### src/rtl/unit_scheduler.sv
// unit_scheduler: per-tick lane advance of 16 unit slots, round-robin spawn, vblank-aligned publish
module unit_scheduler #(
  parameter logic [8:0] LANE_END = 9'd400,
  parameter logic [8:0] STEP = 9'd1,
  parameter logic [9:0] VBLANK_START = 10'd516
) (
  input  logic         clk,
  input  logic         rst,
  input  logic         tick,
  input  logic [9:0]   vCount,
  input  logic         reqP,
  input  logic         reqE,
  input  logic [1:0]   typeP,
  input  logic [1:0]   typeE,
  output logic         ackP,
  output logic         ackE,
  output logic [143:0] unitLocBus,
  output logic [31:0]  unitTypeBus,
  output logic         snapshot,
  output logic         busy,
  output logic         overrun
);
  localparam logic [2:0] IDLE = 3'd0, ADVANCE = 3'd1, SPAWN = 3'd2, WAIT_VB = 3'd3, PUBLISH = 3'd4;
  logic [2:0] r_state;
  logic [3:0] r_idx;
  logic [8:0] r_loc [16];
  logic [1:0] r_type [16];
  logic       r_rr;
  logic       r_overrun;
  logic       w_vp, w_ve, w_full, w_gp, w_ge;
  logic [3:0] w_free;
  logic [9:0] w_sum;
  assign w_vp = reqP && (typeP != 2'b00);
  assign w_ve = reqE && (typeE != 2'b00);
  always_comb begin
    w_full = 1'b1;
    w_free = 4'd0;
    for (int i = 15; i >= 0; i--)
      if (r_type[i] == 2'b00) begin
        w_full = 1'b0;
        w_free = i[3:0];
      end
  end
  // r_rr low names P as the winner when both sides ask
  assign w_gp = !w_full && w_vp && (!w_ve || !r_rr);
  assign w_ge = !w_full && w_ve && (!w_vp || r_rr);
  assign w_sum = {1'b0, r_loc[r_idx]} + {1'b0, STEP};
  assign ackP = !rst && (r_state == SPAWN) && w_gp;
  assign ackE = !rst && (r_state == SPAWN) && w_ge;
  assign snapshot = !rst && (r_state == PUBLISH);
  assign busy = r_state != IDLE;
  assign overrun = r_overrun;
  genvar g;
  generate
    for (g = 0; g < 16; g++) begin : g_bus
      assign unitLocBus[9*g +: 9] = r_loc[g];
      assign unitTypeBus[2*g +: 2] = r_type[g];
    end
  endgenerate
  always_ff @(posedge clk) begin
    if (rst) begin
      r_state <= IDLE;
      r_idx <= 4'd0;
      r_rr <= 1'b0;
      r_overrun <= 1'b0;
      for (int i = 0; i < 16; i++) begin
        r_loc[i] <= 9'd0;
        r_type[i] <= 2'b00;
      end
    end else begin
      if (tick && r_state != IDLE) r_overrun <= 1'b1;
      case (r_state)
        IDLE: if (tick) begin
          r_state <= ADVANCE;
          r_idx <= 4'd0;
        end
        ADVANCE: begin
          if (r_type[r_idx] != 2'b00) begin
            if (w_sum >= {1'b0, LANE_END}) begin
              r_type[r_idx] <= 2'b00;
              r_loc[r_idx] <= 9'd0;
            end else r_loc[r_idx] <= w_sum[8:0];
          end
          r_idx <= r_idx + 4'd1;
          if (r_idx == 4'd15) r_state <= SPAWN;
        end
        SPAWN: begin
          if (w_gp || w_ge) begin
            r_type[w_free] <= w_gp ? typeP : typeE;
            r_loc[w_free] <= 9'd0;
          end
          if (w_vp && w_ve && !w_full) r_rr <= ~r_rr;
          r_state <= WAIT_VB;
        end
        WAIT_VB: if (vCount >= VBLANK_START) r_state <= PUBLISH;
        PUBLISH: r_state <= IDLE;
        default: r_state <= IDLE;
      endcase
    end
  end
endmodule

### config.mk
export PLATFORM = sky130hd
export DESIGN_NAME = unit_scheduler
export DESIGN_NICKNAME = d
export VERILOG_FILES = /design/src/rtl/unit_scheduler.sv
export SDC_FILE = /design/constraint.sdc
export NUM_CORES = 1
export LEC_CHECK = 0
export CORE_ASPECT_RATIO = 1.25
export CORE_MARGIN = 2
export CORE_UTILIZATION = 47
export DETAILED_ROUTE_END_ITERATION = 10
export GPL_ROUTABILITY_DRIVEN = 0
export PLACE_DENSITY = 0.79
export SKIP_CTS_REPAIR_TIMING = 1
export SYNTH_ARGS = -nofsm -noshare
export SYNTH_HDL_FRONTEND = slang
export SYNTH_SLANG_ARGS = --single-unit
### constraint.sdc
create_clock -name clk -period 3.5 [get_ports clk]
set_clock_uncertainty 0.2 [all_clocks]
set_input_delay 0.35 -clock clk [delete_from_list [all_inputs] [get_ports clk]]
set_output_delay 0.35 -clock clk [all_outputs]
set_load 0.05 [all_outputs]
==> results.yml <==
floorplanning:
  num_io_pins: 200
  die_w_um: 131
  die_h_um: 163
  start_util_pct: 47.4
  die_area_sq_um: 21300
  rows: 58
  core_area_sq_um: 20000
finish:
  final_cells: 1289
  fillCellCount: 1443
  area_delta_synth_final_pct: 38.5
  multi_input_area_sq_um: 3700
  n_antenna_cell: 0
  final_common_cell: "clkdlybuf4s50_1"
  nets: 1028
  final_cell_mix: "clkdlybuf4s50_1 (195), edfxtp_1 (176), nor2_1 (124), buf_4 (87), nor3_1 (51)"
  final_util_pct: 65.6
  drive_gt1_share_pct: 22.3
  seq_area_sq_um: 5550
  final_area_sq_um: 13100
synthesis:
  synth-xor-area-share_pct: 0.821
  synth_warnings: 0
  yosys.area.top_type: "edfxtp_1"
  synth_ff_type: "edfxtp_1"
  syn-num-nets: 767
  synth_async_sr_flop_share_pct: 0
  synth_fa_ha_area_share_pct: 0.397
  ys_types: 71
  synth_cells: 745
  synth-compound-area-share_pct: 7.39
  synthMuxAreaShare_pct: 11.6
  synth_area_leaders: "edfxtp_1 (56%), mux4_2 (9.5%), nor2_1 (4.9%)"
  mappedNetlistArea_sq_um: 9450
  ys_ff_latch: 189
  ys_seq_area_share_pct: 58.7
  synth_area_per_cell_sq_um: 12.7
  synth_top_family_by_area: "simple AND/OR/NAND/NOR gates"
  synthDominantCellAreaShare_pct: 55.9
  synth_edf_count: 176
  synth_simple_gate_area_share_pct: 17.5
min_path:
  hp-class: "reg -> reg"
  min-delay-start: "overrun$_SDFFE_PP0P_"
route:
  wl_per_cell_um: 24.2
  vias: 8102
  remaining_drc_errors: 0
  viasPerCell: 6.29
  first_pass_iters: 6
  final_antenna_net_count: 0
  wl_um: 31200
  drt_iter0_drc: 1151
timing:
  hold_viol_final: 0
  slew_viol_final: 0
  setup_viol: 1
  fmax_ghz: 0.280
  fin_crit_sh_pct: 102
  worst_pin_slew_ps: 950
  fin_crit_ps: 3570
  postLayoutSetupSlackWorst_ps: -67.9
  rsz0062_at_grt: "true"
  slew_headroom_pct: 36.2
place:
  place_ws_ps: -119
  hpwlAfterDp_um: 22600
  placed_area_sq_um: 12300
  place_inst: 1252
  port_buffers: 197
setup_path:
  cp_data_arrival_time_ps: 3570
  path_max_fanout: 17
  critPathLaunchType: "flip-flop"
  crit_required_ps: 3500
  crit_type: "reg -> reg"
  critPathCaptureType: "flip-flop"
clocking:
  tritoncts: "yes"
  clkSlewWorstSetupHoldPaths_ps: 70
  cts.path.max_buffers: 2
  cts_sinks: 189
  numCtsBuffers: 17
  clk_latency_ps: 450
  cts_root_buf: "clkbuf_16"
  htree_levels: 4
global_routing:
  antenna_found_initial: 0
  grt_overflow: 0
  grt_use_total_pct: 29.0
  grt_pass1_wl_um: 45200
  grt_start_max_net_pins: 34
  grt_pass1_vias: 7877
status:
  status: "complete, but fails checks"
  violations: "setup timing"
power:
  ir_worst_vdd_mv: 0.364
  p_leak_nw: 4.37
  powerDensity_nw_per_um2: 425
run:
  cap_viol_max_count: 0
[worst max-delay path: stages, from the launching register on]
cell and delay, ps:
dfxtp_2 380, buf_12 190, mux4_2 530, a22o_1 280, a221oi_4 240, nand4b_4 230, a211oi_1 80, buf_4 150
o2bb2ai_2 190, nor2_4 50, buf_4 170, clkbuf_16 180, nor4_1 440
[per-layer routing]
layer / track usage (%) / vias up / routed length [um]
li1: - / 3417 / -
met1: 35.8 / 3927 / 10500
met2: 48.6 / 658 / 15700
met3: 5.81 / 100 / 3500
met4: 14.1 / 0 / 1530
met5: 0 / - / 0
[cell type report]
class	instances	area share [%]
inverters	7	0.201
multi-input cells	495	28.2
repair buffers	296	22.1
clock inverters	14	1.21
clock buffers	18	3.28
well taps	270	2.58
flip-flops and latches	189	42.4
[cells by family after synthesis]
logic type | count (synthesis)
flops | 189
fa+ha+maj | 3
compound gates | 89
mux | 59
simple gates | 336
xor+xnor | 8
buf+inv | 61
[cell usage after synthesis, types with 3 or more instances]
| cell type | n |
|---|---|
| a211oi_1 | 3 |
| a21oi_1 | 23 |
| a22oi_1 | 11 |
| a31oi_1 | 3 |
| buf_2 | 18 |
| buf_4 | 6 |
| buf_6 | 9 |
| clkbuf_1 | 21 |
| dfxtp_1 | 13 |
| edfxtp_1 | 176 |
| ha_1 | 3 |
| inv_1 | 7 |
| mux2_2 | 6 |
| mux2i_1 | 13 |
| mux4_2 | 40 |
| nand2_1 | 48 |
| nand2b_1 | 12 |
| nand3_1 | 16 |
| nor2_1 | 124 |
| nor2b_1 | 3 |
| nor3_1 | 51 |
| nor3b_1 | 4 |
| nor4_1 | 55 |
| nor4_2 | 4 |
| o21ai_0 | 6 |
| o22ai_1 | 8 |
| or3_1 | 3 |
| xnor2_1 | 5 |
[worst paths after layout]
kind / to / slack, ps / cells after the start
worst max-delay path: r_loc[15][2]$_SDFFCE_PN0P_ / -70 / 12
worst min-delay path: overrun$_SDFFE_PP0P_ / 280 / 2
worst max register to register: r_loc[15][2]$_SDFFCE_PN0P_ / -70 / 12
worst min register to register: overrun$_SDFFE_PP0P_ / 280 / 2
[where the power goes]
group / internal, mW / switching [mW] / total (mW) / leakage [nW]
Combinational: 0.337 / 0.657 / 0.994 / 2.18
Clock: 1.07 / 0.898 / 1.96 / 0.286
Sequential: 2.54 / 0.0663 / 2.61 / 1.91
Total: 3.95 / 1.62 / 5.57 / 4.37
[sequential cells by signal, indices dropped and copies added, names as in the netlist, named ones only]
| signal | count |
|---|---|
| r_state | 3 |
| r_rr | 1 |
| r_idx | 4 |
| r_type | 32 |
| overrun | 1 |
| r_loc | 144 |
[metrics by stage]
step                      hold WS, ps  power (mW)  TNS (ps)
after floorplan                   291        3.24         0
after global placement            257        3.59      -776
after detailed placement          262        3.61     -2860
after CTS                         283        5.51     -3860
after global routing              308        5.70     -1330
final                             278        5.57     -67.9
Note: power is estimated with default switching activity, not from simulation.
